**config.mk**
```make
export PLATFORM = sky130hd
export DESIGN_NAME = store_buffer
export DESIGN_NICKNAME = d
export VERILOG_FILES = /design/src/rtl/store_buffer.sv
export SDC_FILE = /design/constraint.sdc
export NUM_CORES = 1
export LEC_CHECK = 0
export ABC_AREA = 0
export BUFFER_PORTS_ARGS = -buffer_cell sky130_fd_sc_hd__buf_2
export CELL_PAD_IN_SITES_DETAIL_PLACEMENT = 1
export CELL_PAD_IN_SITES_GLOBAL_PLACEMENT = 2
export CORE_ASPECT_RATIO = 0.7
export CORE_MARGIN = 3
export CORE_UTILIZATION = 44
export DETAILED_ROUTE_END_ITERATION = 10
export GPL_ROUTABILITY_DRIVEN = 0
export PLACE_DENSITY = 0.95
export SYNTH_ARGS = -nofsm -noshare
export SYNTH_HDL_FRONTEND = slang
export SYNTH_SLANG_ARGS = --single-unit
```
**constraint.sdc**
```tcl
create_clock -name clk -period 19.3 [get_ports clk]
set_input_delay 5.79 -clock clk [delete_from_list [all_inputs] [get_ports clk]]
set_output_delay 5.79 -clock clk [all_outputs]
set_load 0.05 [all_outputs]
```
**src/rtl/store_buffer.sv**
```systemverilog
// store_buffer: posted-write FIFO between the MEM stage and a 32-bit data memory.
// Stores retire in one cycle and drain to memory when no load owns the port.
// Loads are checked against pending entries: an exact match forwards the youngest
// data, and any partial byte overlap stalls the load while the buffer drains.
module store_buffer #(
    parameter int DEPTH = 4,
    parameter int AW    = 32,
    parameter int DW    = 32
) (
    input  logic                       clk,
    input  logic                       rst_n,
    input  logic                       st_valid,
    input  logic [AW-1:0]              st_addr,
    input  logic [DW-1:0]              st_data,
    output logic                       st_ready,
    input  logic                       ld_valid,
    input  logic [AW-1:0]              ld_addr,
    output logic                       fwd_hit,
    output logic [DW-1:0]              fwd_data,
    output logic                       ld_stall,
    output logic [AW-1:0]              mem_addr,
    output logic [DW-1:0]              mem_wdata,
    output logic                       mem_we,
    output logic [$clog2(DEPTH):0]     count,
    output logic                       empty
);
    localparam int PW = $clog2(DEPTH);
    localparam int CW = PW + 1;

    // Pointers carry one extra wrap bit so full and empty are distinguishable.
    logic [CW-1:0] r_wr_ptr;
    logic [CW-1:0] r_rd_ptr;
    logic [AW-1:0] r_addr [DEPTH];
    logic [DW-1:0] r_data [DEPTH];

    logic          w_full;
    logic          w_push;
    logic          w_drain;
    logic          w_any_ovl;
    logic          w_any_exact;
    logic [DW-1:0] w_fwd_word;
    logic [PW-1:0] w_idx;
    logic [AW-1:0] w_diff;
    logic [AW-1:0] w_head_addr;
    logic [DW-1:0] w_head_data;

    assign count       = r_wr_ptr - r_rd_ptr;
    assign empty       = (count == '0);
    assign w_full      = (r_wr_ptr[PW] != r_rd_ptr[PW]) &&
                         (r_wr_ptr[PW-1:0] == r_rd_ptr[PW-1:0]);
    assign w_head_addr = r_addr[r_rd_ptr[PW-1:0]];
    assign w_head_data = r_data[r_rd_ptr[PW-1:0]];

    // Scan occupied entries oldest to youngest; a later exact match overrides an
    // earlier one, so the surviving word is the youngest. The difference is
    // checked in both directions to catch overlaps below and above ld_addr.
    always_comb begin
        w_any_ovl   = 1'b0;
        w_any_exact = 1'b0;
        w_fwd_word  = '0;
        w_idx       = '0;
        w_diff      = '0;
        for (int k = 0; k < DEPTH; k++) begin
            w_idx  = r_rd_ptr[PW-1:0] + PW'(k);
            w_diff = r_addr[w_idx] - ld_addr;
            if (CW'(k) < count) begin
                if (w_diff == '0) begin
                    w_any_exact = 1'b1;
                    w_fwd_word  = r_data[w_idx];
                end else if ((w_diff < AW'(4)) || ((AW'(0) - w_diff) < AW'(4))) begin
                    w_any_ovl = 1'b1;
                end
            end
        end
    end

    assign ld_stall = ld_valid && w_any_ovl;
    assign fwd_hit  = ld_valid && !w_any_ovl && w_any_exact;
    assign fwd_data = fwd_hit ? w_fwd_word : '0;

    // A stalled load yields the port to the drain, otherwise it could never clear.
    assign w_drain  = !empty && (!ld_valid || ld_stall);
    assign st_ready = !w_full && !ld_valid;
    assign w_push   = st_valid && st_ready;

    // Memory port mux: unstalled load, else drain head, else idle zeros.
    always_comb begin
        mem_we    = w_drain;
        mem_addr  = '0;
        mem_wdata = '0;
        if (ld_valid && !ld_stall) begin
            mem_addr = ld_addr;
        end else if (w_drain) begin
            mem_addr  = w_head_addr;
            mem_wdata = w_head_data;
        end
    end

    // Pointer update; reset discards every pending entry.
    always_ff @(posedge clk or negedge rst_n) begin
        if (!rst_n) begin
            r_wr_ptr <= '0;
            r_rd_ptr <= '0;
        end else begin
            if (w_push)  r_wr_ptr <= r_wr_ptr + CW'(1);
            if (w_drain) r_rd_ptr <= r_rd_ptr + CW'(1);
        end
    end

    // Entry storage; validity comes from the pointers, so data needs no reset.
    always_ff @(posedge clk) begin
        if (w_push) begin
            r_addr[r_wr_ptr[PW-1:0]] <= st_addr;
            r_data[r_wr_ptr[PW-1:0]] <= st_data;
        end
    end
endmodule

```
-- Yosys cells after proc, flatten, opt, wreduce, memory -nomap -nowiden
Memory sizes are Yosys's and may differ from the RTL's.
Index checks and enable logic that the tools add are counted.
Widths: inputs -> output; s select.
- bits in registers: 6
- RAM bits: 256
- output and inout port bits: 104
- word-level logic and storage cells: 90
- memories kept: 2
- memory list (memory ; depth ; bits a word ; read ports ; clocked after memory_dff ; wr ports ; line ; source):
    r_addr ; 4 ; 32 ; 4 ; 0 ; 1 ; 33 ; logic [AW-1:0] r_addr [DEPTH];
    r_data ; 4 ; 32 ; 4 ; 0 ; 1 ; 34 ; logic [DW-1:0] r_data [DEPTH];
- add/sub/neg operators: 14
- magnitude comparators: 12
- equality and inequality tests: 2
- multiplexer cells: 35
- reductions and logical operators: 23
- operator list (kind ; count):
    $mux 32 ; 13
    $lt 32x3->1 const B ; 8
    $logic_not 32->1 ; 4
    $sub 1x32->32 const A ; 4
    $sub 32x32->32 ; 4
    $mux 1 ; 22
    $logic_and 1x1->1 ; 8
    $add 3x1->3 const B ; 2
    $lt 1x3->1 const A ; 2
    $lt 2x3->1 const A ; 2
    $logic_not 1->1 ; 5
    $logic_or 1x1->1 ; 5
    $add 2x2->2 const B ; 2
    $logic_not 3->1 ; 1
    $sub 3x3->3 ; 1
    $add 2x1->2 const B ; 1
    $eq 2x2->1 ; 1
    $ne 1x1->1 ; 1

-- Depth between registers and ports, before layout
Gate-level depths: netlist (run 1).
An unclocked memory read counts as a cell.
- depth in word-level cells: 22
- depth in mapped cells: 25
- depth with buffers taken out: 18

-- Least setup slack after synthesis (run 1)
No wires, ideal clock.
- path kind: input-to-output
- start point: in ld_addr[0]
- end point: out mem_addr[25]
- arrival: 10640 ps
- required time: 13510 ps
- path slack: 2870 ps
- stages on the path: 17
- path buffers: 2
- path through: ha_1 -> fa_1 -> nand2b_1 -> a21oi_1 -> o2111ai_1 -> a21oi_1 -> o21ai_0 -> a221o_1 -> nor4_4 -> nor3b_2 -> mux2_2 -> and4bb_1 -> a311o_2 -> nor2_4 -> buf_6 -> buf_8 -> mux2i_1
- word-level cells in the longest chain between the ends: 21
- elaborated cells between the ends (all ways): 43
- classes of those cells: 8 x add/sub; 8 x order compare; 14 x mux; 13 x reduce/logical
- RTL lines (item ; line ; source):
    start: declaration ; 17 ; input logic [AW-1:0] ld_addr,
    $sub 32x32->32 ; 65 ; w_diff = r_addr[w_idx] - ld_addr;
    $sub 1x32->32 ; 70 ; end else if ((w_diff < AW'(4)) || ((AW'(0) - w_diff) < AW'(4))) begin
    $lt 32x3->1 ; 70 ;
    $logic_or 1x1->1 ; 70 ;
    $mux 1 ; 70 ;
    $mux 1 ; 67 ; if (w_diff == '0) begin
    $mux 1 ; 66 ; if (CW'(k) < count) begin
    $mux 1 ; 70 ;
    [... 5 more ...] ; n/a ;
    $mux 1 ; 70 ;
    $mux 1 ; 67 ;
    $mux 1 * ; 66 ;
    $logic_and 1x1->1 * ; 77 ; assign ld_stall = ld_valid && w_any_ovl;
    $logic_or 1x1->1 ; 82 ; assign w_drain = !empty && (!ld_valid || ld_stall);
    $logic_and 1x1->1 ; 82 ;
    $mux 32 ; 93 ; end else if (w_drain) begin
    $mux 32 * ; 91 ; if (ld_valid && !ld_stall) begin
    end: declaration ; 21 ; output logic [AW-1:0] mem_addr,
Every way passes the cells marked *; elsewhere a longest branch is shown, timed or not.

-- Worst setup path after layout (run 1)
- start point: in ld_addr[1]
- end point: out mem_addr[28]
The elaborated chain is that of the path after synthesis.

==> impl_metrics.xml, run 1 <==
<?xml version="1.0" encoding="UTF-8"?>
<metrics>
  <group name="sta">
    <metric name="post-route-period-util" unit="">0.937</metric>
    <metric name="clock.fmax" unit="MHz">55.3</metric>
    <metric name="rsz0062_at_grt" unit="">no</metric>
    <metric name="finalHoldViolCount" unit="">0</metric>
    <metric name="timing.slew.headroom" unit="">0.141</metric>
    <metric name="finClkSkew" unit="ps">15.9</metric>
    <metric name="final.min_clock_period" unit="ps">18090</metric>
    <metric name="slew_viol_final" unit="">0</metric>
    <metric name="final_setup_violation_count" unit="">0</metric>
    <metric name="tns" unit="ps">0</metric>
    <metric name="worst-slew-pin-transition" unit="ps">1290</metric>
  </group>
  <group name="detailed_routing">
    <metric name="first_drt_iteration_drcs" unit="">3174</metric>
    <metric name="drt-total-wl" unit="um">102000</metric>
    <metric name="antenna_violating_nets_post_route" unit="">0</metric>
    <metric name="avgRoutedWirePerCell" unit="um">29.4</metric>
    <metric name="routed-via-count" unit="">24700</metric>
    <metric name="route.detailed.drc" unit="">0</metric>
    <metric name="detail_route.vias_per_cell" unit="">7.09</metric>
    <metric name="drt_pass1_iterations" unit="">6</metric>
  </group>
  <group name="final_layout">
    <metric name="layout-drive-gt1-share" unit="">0.217</metric>
    <metric name="area_delta_synth_final" unit="%">9.29</metric>
    <metric name="fin_nets" unit="">2889</metric>
  </group>
  <group name="clock_network">
    <metric name="h-tree-depth" unit="">1</metric>
    <metric name="cts-buffers-inserted" unit="">29</metric>
    <metric name="cts_resized" unit="">0</metric>
    <metric name="cts_hold_buf" unit="">0</metric>
    <metric name="clk_root_buffer_cell" unit="">clkbuf_16</metric>
    <metric name="clock_sinks" unit="">262</metric>
    <metric name="post_cts_buffers" unit="">0</metric>
    <metric name="worstSkewPairLatency" unit="ps">600</metric>
    <metric name="worst_setup_hold_path_clk_slew" unit="ps">70</metric>
    <metric name="cts-root-to-sink-buffers" unit="">3</metric>
    <metric name="cts_tree" unit="">built</metric>
  </group>
  <group name="floorplan">
    <metric name="floorplan.core_area" unit="um2">59200</metric>
    <metric name="ioPinCount" unit="">204</metric>
    <metric name="initial_utilization" unit="">0.451</metric>
    <metric name="die_width" unit="um">300</metric>
    <metric name="die_area" unit="um2">63700</metric>
    <metric name="rows" unit="">74</metric>
    <metric name="floorplan.die.height" unit="um">212</metric>
  </group>
  <group name="worst_setup_path">
    <metric name="critical_path_required" unit="ps">13510</metric>
    <metric name="timing.critical_path.cells" unit="">buf_2 &gt; inv_1 &gt; ha_1 &gt; nor2b_1 &gt; o2111ai_1 &gt; a2111o_1 &gt; a311oi_1 &gt; a211o_1 &gt; xor2_1 &gt; nand4bb_1 &gt; nor4b_1 &gt; nor3_1 &gt; o41ai_4 &gt; nor2_4 &gt; buf_12 &gt; mux2i_1 &gt; buf_2</metric>
    <metric name="critPathSlowestCell" unit="">nor2_4</metric>
    <metric name="arrival" unit="ps">12300</metric>
    <metric name="timing.critical_path.from_type" unit="">input pin</metric>
    <metric name="critPathCaptureType" unit="">output pin</metric>
    <metric name="worstSetupPathType" unit="">in -&gt; out</metric>
    <metric name="crit_fanout" unit="">44</metric>
    <metric name="timing.critical_path.slowest_cell_delay" unit="ps">760</metric>
    <metric name="cell_repeated_most_along_the_worst_path" unit="">buf_2</metric>
  </group>
  <group name="synth">
    <metric name="synth.top_cells.by_area" unit="">edfxtp_1 (29%), mux4_2 (22%), ha_1 (6.1%), a21oi_1 (3.6%), nand2_1 (3.3%)</metric>
    <metric name="postSynthRegisterBits" unit="">262</metric>
    <metric name="synth_top_flop_cell" unit="">edfxtp_1</metric>
    <metric name="synth_common_cells" unit="">edfxtp_1 (256), mux4_2 (256), nand2_1 (238), a21oi_1 (194), o21ai_0 (143)</metric>
    <metric name="synthesized_area_divided_by_synthesized_cell_count" unit="um2">10.4</metric>
    <metric name="postSynth.asyncResetShare" unit="">0.0229</metric>
    <metric name="yosys.cell_types.count" unit="">102</metric>
    <metric name="synthesis.yosys.warnings" unit="">0</metric>
    <metric name="post_synth_instance_area" unit="um2">26700</metric>
    <metric name="synthDominantAreaCellType" unit="">edfxtp_1</metric>
    <metric name="netlist_instances" unit="">2559</metric>
    <metric name="synth.top_cell.area_share" unit="">0.288</metric>
    <metric name="synth_enable_flop_cells" unit="">256</metric>
    <metric name="synth.yosys.seq_area_share" unit="">0.294</metric>
    <metric name="synth_net_count" unit="">2795</metric>
  </group>
  <group name="run_status">
    <metric name="run_status" unit="">finished, final reports clean</metric>
  </group>
  <group name="min_path">
    <metric name="hold_path.class" unit="">reg -&gt; reg</metric>
  </group>
  <group name="grt">
    <metric name="pin_count_of_the_biggest_net_entering_global_routing" unit="">66</metric>
    <metric name="grt_pass1_vias" unit="">24700</metric>
    <metric name="antenna_found_initial" unit="">9</metric>
    <metric name="grt_first_pass_wirelength" unit="um">153000</metric>
    <metric name="total_gr_overflow" unit="">0</metric>
    <metric name="gr-usage-all-layers" unit="">0.311</metric>
  </group>
  <group name="placed_design">
    <metric name="place.detailed.hpwl" unit="um">77200</metric>
    <metric name="buffer_ports.inserted" unit="">203</metric>
  </group>
  <group name="flow_run">
    <metric name="max-cap-violations" unit="">0</metric>
  </group>
</metrics>
==> registers in the layout (all words and copies together), names as in the netlist <==
signal    count
r_addr      128
r_data      128
r_rd_ptr      3
r_wr_ptr      3
==> cell usage in the layout (no fill, tap or decap), types with 51 or more instances in the layout <==
cell type	synthesis	routed
o21ai_0	143	143
inv_1	76	76
edfxtp_1	256	256
and3_1	57	53
nor3_1	61	61
nor2_1	117	115
ha_1	131	130
and2_1	59	59
xnor2_1	51	51
buf_2	16	203
nor2b_1	83	83
a21oi_1	194	194
nand2_1	238	238
mux4_2	256	256
==> per-stage QoR <==
step	hold WS, ps	std cells	area [um2]	utilization	setup WS [ps]
after floorplan	460	2559	26700	-	2870
after global placement	473	3420	28200	0.477	1800
after detailed placement	479	3420	28200	0.477	1520
after CTS	490	3473	29100	0.492	1490
after global routing	501	3480	29100	0.493	976
final	488	3483	29200	0.493	1210
==> cell type report <==
class	instances	area (um2)
flip-flops and latches	262	7850
multi-input cells	2061	17900
repair buffers	223	1180
clock inverters	21	171
inverters	76	285
fillers	6461	30000
clock buffers	32	737
diodes	10	25.0
well taps	798	998
==> final timing paths <==
kind / end / start / cells past startpoint / slack (ps)
max in group asynchronous: r_rd_ptr[0]$_DFFE_PN0N_ / rst_n / 1 / 14110
max reg2reg: r_rd_ptr[1]$_DFFE_PN0N_ / r_rd_ptr[0]$_DFFE_PN0N_ / 15 / 10440
min in group asynchronous: r_wr_ptr[1]$_DFFE_PN0P_ / rst_n / 1 / 5020
min reg2reg: r_wr_ptr[2]$_DFFE_PN0P_ / r_wr_ptr[2]$_DFFE_PN0P_ / 1 / 490
min: r_wr_ptr[2]$_DFFE_PN0P_ / r_wr_ptr[2]$_DFFE_PN0P_ / 1 / 490
max: mem_addr[28] / ld_addr[1] / 17 / 1210
==> cell families after synthesis <==
| logic type | count (synthesis) | share of synthesized area |
|---|---|---|
| AOI/OAI and AO/OA | 673 | 0.169 |
| xor gates and xnor gates | 86 | 0.0282 |
| adders and majority gates | 136 | 0.0652 |
| buffers and inverters | 236 | 0.0362 |
| DFF | 262 | 0.294 |
| muxes | 303 | 0.234 |
| and+or+nand+nor | 863 | 0.173 |
==> worst max-delay path, delay by kind of cell <==
kind	cells	cell delay [ps]
mux	1	270
compound gates	5	2200
xor+xnor	1	440
buf+inv	4	1190
simple gates	5	1950
fa+ha+maj	1	380
==> layer usage <==
metal,GRT usage,routed length (um)
met1,0.433,40600
met2,0.489,47000
met3,0.0750,11400
met4,0.0878,3340
met5,0,24
Power of run 1 is left out: the tool's default activity adds up to more than one toggle a clock period on the data nets, which glitch-free logic cannot reach.
==> inputs of run 2 (changes only) <==
--- a/config.mk
+++ b/config.mk
@@ -9,7 +9,7 @@
 export BUFFER_PORTS_ARGS = -buffer_cell sky130_fd_sc_hd__buf_2
 export CELL_PAD_IN_SITES_DETAIL_PLACEMENT = 1
 export CELL_PAD_IN_SITES_GLOBAL_PLACEMENT = 2
-export CORE_ASPECT_RATIO = 0.7
+export CORE_ASPECT_RATIO = 1.5
 export CORE_MARGIN = 3
 export CORE_UTILIZATION = 44
 export DETAILED_ROUTE_END_ITERATION = 10
@@ -18,3 +18,4 @@
 export SYNTH_ARGS = -nofsm -noshare
 export SYNTH_HDL_FRONTEND = slang
 export SYNTH_SLANG_ARGS = --single-unit
+export TNS_END_PERCENT = 100
==> run 2 against run 1 <==
  * Register-to-register slack improved by 250 ps
  * Sequential share of layout area decreased by 0.17 points
  * Clock-buffer cell count increased by 3
  * Critical path depth up 1
  * Cell area grew 0.63%
  * Wire length increased by 1.6%
  * Global-route usage up 0.49 points
  * Highest routed layer unchanged
==> impl_metrics.xml, run 2 (same netlist as run 1, synthesis figures left out) <==
<?xml version="1.0" encoding="UTF-8"?>
<metrics>
  <group name="run_status">
    <metric name="run_status" unit="">finished, final reports clean</metric>
  </group>
  <group name="floorplan">
    <metric name="die_width" unit="um">207</metric>
    <metric name="ioPinCount" unit="">204</metric>
    <metric name="floorplan.core_area" unit="um2">59500</metric>
    <metric name="initial_utilization" unit="">0.449</metric>
    <metric name="rows" unit="">109</metric>
    <metric name="die_area" unit="um2">63700</metric>
    <metric name="floorplan.die.height" unit="um">308</metric>
  </group>
  <group name="detailed_routing">
    <metric name="route.detailed.drc" unit="">0</metric>
    <metric name="avgRoutedWirePerCell" unit="um">30.0</metric>
    <metric name="detail_route.vias_per_cell" unit="">6.97</metric>
    <metric name="drt-total-wl" unit="um">104000</metric>
    <metric name="antenna_violating_nets_post_route" unit="">0</metric>
    <metric name="drt_pass1_iterations" unit="">5</metric>
    <metric name="routed-via-count" unit="">24200</metric>
    <metric name="first_drt_iteration_drcs" unit="">2106</metric>
  </group>
  <group name="clock_network">
    <metric name="cts_hold_buf" unit="">0</metric>
    <metric name="cts_resized" unit="">0</metric>
    <metric name="cts_tree" unit="">built</metric>
    <metric name="cts-buffers-inserted" unit="">31</metric>
    <metric name="worstSkewPairLatency" unit="ps">640</metric>
    <metric name="clock_sinks" unit="">262</metric>
    <metric name="worst_setup_hold_path_clk_slew" unit="ps">60</metric>
    <metric name="cts-root-to-sink-buffers" unit="">3</metric>
    <metric name="clk_root_buffer_cell" unit="">clkbuf_16</metric>
    <metric name="h-tree-depth" unit="">1</metric>
    <metric name="post_cts_buffers" unit="">0</metric>
  </group>
  <group name="placed_design">
    <metric name="place_inst" unit="">3400</metric>
    <metric name="buffer_ports.inserted" unit="">203</metric>
    <metric name="place.detailed.hpwl" unit="um">78000</metric>
    <metric name="place_area" unit="um2">28200</metric>
  </group>
  <group name="sta">
    <metric name="finClkSkew" unit="ps">36.7</metric>
    <metric name="timing.slew.headroom" unit="">0.159</metric>
    <metric name="worst-slew-pin-transition" unit="ps">1250</metric>
    <metric name="final.min_clock_period" unit="ps">18060</metric>
    <metric name="rsz0062_at_grt" unit="">no</metric>
    <metric name="final_setup_violation_count" unit="">0</metric>
    <metric name="slew_viol_final" unit="">0</metric>
    <metric name="clock.fmax" unit="MHz">55.4</metric>
    <metric name="finalHoldViolCount" unit="">0</metric>
    <metric name="tns" unit="ps">0</metric>
    <metric name="post-route-period-util" unit="">0.936</metric>
  </group>
  <group name="min_path">
    <metric name="hold_path.class" unit="">reg -&gt; reg</metric>
  </group>
  <group name="final_layout">
    <metric name="area_delta_synth_final" unit="%">9.98</metric>
    <metric name="layout-drive-gt1-share" unit="">0.218</metric>
    <metric name="post_layout_nonfiller_instances" unit="">3465</metric>
    <metric name="layout.cells.most_common_list" unit="">mux4_2 (256), edfxtp_1 (256), nand2_1 (238)</metric>
    <metric name="fin_nets" unit="">2892</metric>
    <metric name="final_core_utilization" unit="">0.493</metric>
    <metric name="fin_area" unit="um2">29300</metric>
  </group>
  <group name="grt">
    <metric name="gr-usage-all-layers" unit="">0.316</metric>
    <metric name="grt_pass1_vias" unit="">24900</metric>
    <metric name="total_gr_overflow" unit="">0</metric>
    <metric name="antenna_found_initial" unit="">11</metric>
    <metric name="grt_first_pass_wirelength" unit="um">157000</metric>
    <metric name="pin_count_of_the_biggest_net_entering_global_routing" unit="">106</metric>
  </group>
  <group name="worst_setup_path">
    <metric name="crit_path_buffers_inverters" unit="">3</metric>
    <metric name="critPathSlowestCell" unit="">nor2_4</metric>
    <metric name="timing.critical_path.from_type" unit="">input pin</metric>
    <metric name="timing.critical_path.slowest_cell_delay" unit="ps">730</metric>
    <metric name="arrival" unit="ps">12270</metric>
    <metric name="worstSetupPathType" unit="">in -&gt; out</metric>
    <metric name="critical_path_required" unit="ps">13510</metric>
    <metric name="critPathCaptureType" unit="">output pin</metric>
    <metric name="timing.critical_path.cells" unit="">buf_2 &gt; ha_1 &gt; fa_1 &gt; nand2b_1 &gt; a21oi_1 &gt; nor2_1 &gt; o31ai_1 &gt; and4_1 &gt; nor2_1 &gt; o311ai_0 &gt; or3b_2 &gt; nor4b_1 &gt; nor3_1 &gt; o41ai_4 &gt; nor2_4 &gt; buf_12 &gt; mux2i_1 &gt; buf_2</metric>
    <metric name="worst_path_dominant_cell_family" unit="">simple AND/OR/NAND/NOR gates</metric>
    <metric name="crit_fanout" unit="">48</metric>
  </group>
  <group name="flow_run">
    <metric name="max-cap-violations" unit="">0</metric>
  </group>
</metrics>
[run 2: cell count changes in the layout (fill, tap and decap cells not counted), moves of 2 or more]
cell / previous run / this run
diode_2: 10 / 8
clkinv_2: 5 / 3
clkbuf_16: 29 / 31
clkinv_4: 2 / 0
inv_6: 1 / 3
clkinvlp_4: 3 / 1
bufinv_16: 2 / 7
[run 2: worst paths after layout]
kind / endpoint / from / slack [ps] / cells after the start
min in group asynchronous: r_wr_ptr[2]$_DFFE_PN0P_ / rst_n / 5000 / 1
max: mem_addr[18] / ld_addr[0] / 1240 / 18
min: r_wr_ptr[2]$_DFFE_PN0P_ / r_wr_ptr[2]$_DFFE_PN0P_ / 490 / 1
max reg2reg: r_rd_ptr[1]$_DFFE_PN0N_ / r_rd_ptr[0]$_DFFE_PN0N_ / 10690 / 18
min reg2reg: r_wr_ptr[2]$_DFFE_PN0P_ / r_wr_ptr[2]$_DFFE_PN0P_ / 490 / 1
max in group asynchronous: r_rd_ptr[1]$_DFFE_PN0N_ / rst_n / 14140 / 1
[run 2: per-layer routing]
layer	part of all wire	GRT usage
met1	0.35	0.359
met2	0.48	0.538
met3	0.074	0.0526
met4	0.089	0.233
met5	0.00056	0
[run 2: area by class of cell]
class / instances / area, um2
flip-flops and latches: 262 / 7850
repair buffers: 224 / 1200
clock buffers: 35 / 791
clock inverters: 22 / 313
multi-input cells: 2061 / 17900
diodes: 8 / 20.0
inverters: 76 / 285
fillers: 6587 / 30100
well taps: 777 / 972
[run 2: through the flow]
step / setup slack, ps / hold WS, ps
2_1_floorplan: 2870 / 460
3_3_place_gp: 1550 / 473
3_5_place_dp: 1420 / 476
4_1_cts: 1370 / 488
5_1_grt: 806 / 510
6_report: 1240 / 486
Power of run 2 is left out for the same reason.
==> inputs of run 3 (changes only) <==
--- a/config.mk
+++ b/config.mk
@@ -5,13 +5,13 @@
 export SDC_FILE = /design/constraint.sdc
 export NUM_CORES = 1
 export LEC_CHECK = 0
-export ABC_AREA = 0
+export ABC_AREA = 1
 export BUFFER_PORTS_ARGS = -buffer_cell sky130_fd_sc_hd__buf_2
 export CELL_PAD_IN_SITES_DETAIL_PLACEMENT = 1
 export CELL_PAD_IN_SITES_GLOBAL_PLACEMENT = 2
 export CORE_ASPECT_RATIO = 1.5
 export CORE_MARGIN = 3
-export CORE_UTILIZATION = 44
+export CORE_UTILIZATION = 37
 export DETAILED_ROUTE_END_ITERATION = 10
 export GPL_ROUTABILITY_DRIVEN = 0
 export PLACE_DENSITY = 0.95
==> run 3 against run 2 <==
  * Non-clock buffer count rose by 16
  * Via count is 49% higher
  * Synthesized cell count is 110% higher
  * Maximum frequency rose by 3.4%
  * Register-to-register slack better by 200 ps
  * Highest routed layer unchanged
==> impl_metrics.xml, run 3 <==
<?xml version="1.0" encoding="UTF-8"?>
<metrics>
  <group name="worst_setup_path">
    <metric name="crit_path_buffers_inverters" unit="">6</metric>
    <metric name="crit_fanout" unit="">33</metric>
    <metric name="worst_path_dominant_cell_family" unit="">simple AND/OR/NAND/NOR gates</metric>
    <metric name="critPathCaptureType" unit="">output pin</metric>
    <metric name="ff2ff_setup_slack" unit="ps">10890</metric>
    <metric name="arrival" unit="ps">11680</metric>
    <metric name="timing.critical_path.slowest_cell_delay" unit="ps">730</metric>
    <metric name="critPathSlowestCell" unit="">nand3_4</metric>
    <metric name="crit-reg2reg-launch" unit="">r_rd_ptr[0]$_DFFE_PN0N_</metric>
    <metric name="r2r.worst_path.cells" unit="">30</metric>
    <metric name="timing.critical_path.from_type" unit="">input pin</metric>
    <metric name="critical_path_required" unit="ps">13510</metric>
    <metric name="worstSetupPathType" unit="">in -&gt; out</metric>
    <metric name="crit_cells" unit="">23</metric>
    <metric name="timing.critical_path.cells" unit="">buf_2 &gt; inv_1 &gt; ha_1 &gt; nand2_1 &gt; nor2_1 &gt; nand2_1 &gt; clkinv_1 &gt; nand2_1 &gt; nand2_1 &gt; nand2_1 &gt; nand3_1 &gt; nand2_1 &gt; nor2_1 &gt; nand3_1 &gt; nor4_2 &gt; nand2_1 &gt; nor2_4 &gt; buf_4 &gt; inv_2 &gt; nand3_1 &gt; nand3_4 &gt; nor2_1 &gt; buf_2</metric>
    <metric name="critical_path.reg2reg.endpoint" unit="">r_rd_ptr[0]$_DFFE_PN0N_</metric>
    <metric name="cell_repeated_most_along_the_worst_path" unit="">nand2_1</metric>
  </group>
  <group name="sta">
    <metric name="hold_slack" unit="ps">493</metric>
    <metric name="rsz0062_at_grt" unit="">no</metric>
    <metric name="finalHoldViolCount" unit="">0</metric>
    <metric name="clock.fmax" unit="MHz">57.2</metric>
    <metric name="tns" unit="ps">0</metric>
    <metric name="final.min_clock_period" unit="ps">17470</metric>
    <metric name="finClkSkew" unit="ps">21.1</metric>
    <metric name="slew_viol_final" unit="">0</metric>
    <metric name="post-route-period-util" unit="">0.905</metric>
    <metric name="timing.slew.headroom" unit="">0.113</metric>
    <metric name="final_setup_violation_count" unit="">0</metric>
    <metric name="worst-slew-pin-transition" unit="ps">1320</metric>
  </group>
  <group name="min_path">
    <metric name="timing.hold.worst_path_depth" unit="">1</metric>
    <metric name="holdPathEnd" unit="">r_wr_ptr[2]$_DFFE_PN0P_</metric>
    <metric name="hold_path.startpoint" unit="">r_wr_ptr[2]$_DFFE_PN0P_</metric>
    <metric name="hold_path.class" unit="">reg -&gt; reg</metric>
  </group>
  <group name="final_layout">
    <metric name="layout-drive-gt1-share" unit="">0.0959</metric>
    <metric name="area_delta_synth_final" unit="%">9.57</metric>
    <metric name="fin_nets" unit="">5681</metric>
    <metric name="layout.cells.most_common_list" unit="">nand2_1 (1984), inv_1 (772), nor2_1 (454)</metric>
    <metric name="layout.cells.most_common" unit="">nand2_1</metric>
    <metric name="fin_area" unit="um2">35000</metric>
  </group>
  <group name="synth">
    <metric name="synthDominantAreaCellType" unit="">edfxtp_1</metric>
    <metric name="post_synth_instance_area" unit="um2">31900</metric>
    <metric name="synth.top_cell.area_share" unit="">0.241</metric>
    <metric name="synthesized_area_divided_by_synthesized_cell_count" unit="um2">6.00</metric>
    <metric name="synth_top_flop_cell" unit="">edfxtp_1</metric>
    <metric name="postSynth.asyncResetShare" unit="">0.0229</metric>
    <metric name="synth.yosys.seq_area_share" unit="">0.246</metric>
    <metric name="postSynthRegisterBits" unit="">262</metric>
    <metric name="synth_enable_flop_cells" unit="">256</metric>
    <metric name="synth.top_cells.by_area" unit="">edfxtp_1 (24%), nand2_1 (23%), inv_1 (9.1%), nand3_1 (6.7%), nor2_1 (5.4%)</metric>
    <metric name="yosys.cell_types.count" unit="">51</metric>
    <metric name="synth_common_cells" unit="">nand2_1 (1984), inv_1 (774), nor2_1 (458), nand3_1 (425), o21ai_0 (317)</metric>
    <metric name="synth_net_count" unit="">5549</metric>
    <metric name="synth_most_common_cell" unit="">nand2_1</metric>
    <metric name="synthesis.yosys.warnings" unit="">0</metric>
    <metric name="netlist_instances" unit="">5313</metric>
  </group>
  <group name="grt">
    <metric name="grt_first_pass_wirelength" unit="um">215000</metric>
    <metric name="groute.layer.met3.usage" unit="">0.0451</metric>
    <metric name="gr_met2_demand_resource" unit="">0.595</metric>
    <metric name="pin_count_of_the_biggest_net_entering_global_routing" unit="">105</metric>
    <metric name="gr-usage-all-layers" unit="">0.313</metric>
    <metric name="gr-max-usage-layer" unit="">met2</metric>
    <metric name="total_gr_overflow" unit="">0</metric>
    <metric name="antenna_found_initial" unit="">14</metric>
    <metric name="met1_demand_to_capacity_share_in_global_routing" unit="">0.310</metric>
    <metric name="grt_pass1_vias" unit="">37300</metric>
  </group>
  <group name="detailed_routing">
    <metric name="drt_pass1_iterations" unit="">5</metric>
    <metric name="detail_route.vias_per_cell" unit="">5.44</metric>
    <metric name="routed-via-count" unit="">35900</metric>
    <metric name="first_drt_iteration_drcs" unit="">1834</metric>
    <metric name="route.detailed.drc" unit="">0</metric>
    <metric name="drt-total-wl" unit="um">144000</metric>
    <metric name="avgRoutedWirePerCell" unit="um">21.8</metric>
    <metric name="antenna_violating_nets_post_route" unit="">0</metric>
  </group>
  <group name="clock_network">
    <metric name="clk_root_buffer_cell" unit="">clkbuf_16</metric>
    <metric name="cts-root-to-sink-buffers" unit="">3</metric>
    <metric name="worstSkewPairLatency" unit="ps">600</metric>
    <metric name="cts-buffers-inserted" unit="">26</metric>
    <metric name="post_cts_buffers" unit="">0</metric>
    <metric name="cts_tree" unit="">built</metric>
    <metric name="h-tree-depth" unit="">1</metric>
    <metric name="cts_hold_buf" unit="">0</metric>
    <metric name="worst_setup_hold_path_clk_slew" unit="ps">60</metric>
    <metric name="clock_sinks" unit="">262</metric>
    <metric name="cts_resized" unit="">0</metric>
  </group>
  <group name="floorplan">
    <metric name="rows" unit="">131</metric>
    <metric name="die_area" unit="um2">89800</metric>
    <metric name="floorplan.die.height" unit="um">366</metric>
    <metric name="ioPinCount" unit="">204</metric>
    <metric name="floorplan.core_area" unit="um2">85200</metric>
    <metric name="die_width" unit="um">246</metric>
    <metric name="initial_utilization" unit="">0.374</metric>
  </group>
  <group name="placed_design">
    <metric name="buffer_ports.inserted" unit="">203</metric>
    <metric name="place.detailed.hpwl" unit="um">118000</metric>
    <metric name="place_area" unit="um2">34100</metric>
  </group>
  <group name="flow_run">
    <metric name="max-cap-violations" unit="">0</metric>
  </group>
  <group name="run_status">
    <metric name="run_status" unit="">finished, final reports clean</metric>
  </group>
</metrics>
## run 3: cells by family after synthesis
logic type               share of synthesized area
AO/OA/AOI/OAI                               0.0963
XOR/XNOR                                   0.00906
adder cells (fa/ha/maj)                     0.0545
buffers and inverters                        0.119
flip-flops                                   0.246
multiplexers                                0.0461
AND/OR/NAND/NOR                              0.430
## run 3: routing by layer
| layer | up-vias | part of all wire | wire (um) |
|---|---|---|---|
| li1 | 17300 | - | - |
| met2 | 1116 | 0.51 | 73900 |
| met1 | 17000 | 0.35 | 50600 |
| met3 | 466 | 0.051 | 7400 |
| met5 | - | 0.000069 | 10 |
| met4 | 2 | 0.084 | 12000 |
## run 3: how the worst max path moves through the flow
stage	startpoint	to	slack, ps
finish	ld_addr[12]	fwd_data[1]	1830
global route	ld_addr[5]	fwd_data[1]	1480
CTS	ld_addr[17]	fwd_data[1]	1890
detailed placement	ld_addr[17]	fwd_data[1]	1920
global placement	ld_addr[16]	fwd_data[31]	1980
floorplan	ld_addr[0]	mem_wdata[21]	4280
## run 3: cell type report
class                      instances  area, um2
antenna                            3       7.51
clock buffer                      27        654
clock inverter                    21        220
fill                           11800      50300
inverter                         845       3180
multi-input combinational       4070      20300
sequential                       262       7850
tap                             1130       1410
timing repair buffer             240       1310
## run 3: per-stage QoR
| stage | std cells | worst slack, ps | util |
|---|---|---|---|
| after floorplan | 5313 | 4280 | - |
| after global placement | 6547 | 1980 | 0.400 |
| after detailed placement | 6547 | 1920 | 0.400 |
| after CTS | 6595 | 1890 | 0.410 |
| after global routing | 6595 | 1480 | 0.410 |
| final | 6598 | 1830 | 0.410 |
Power of run 3 is left out for the same reason.
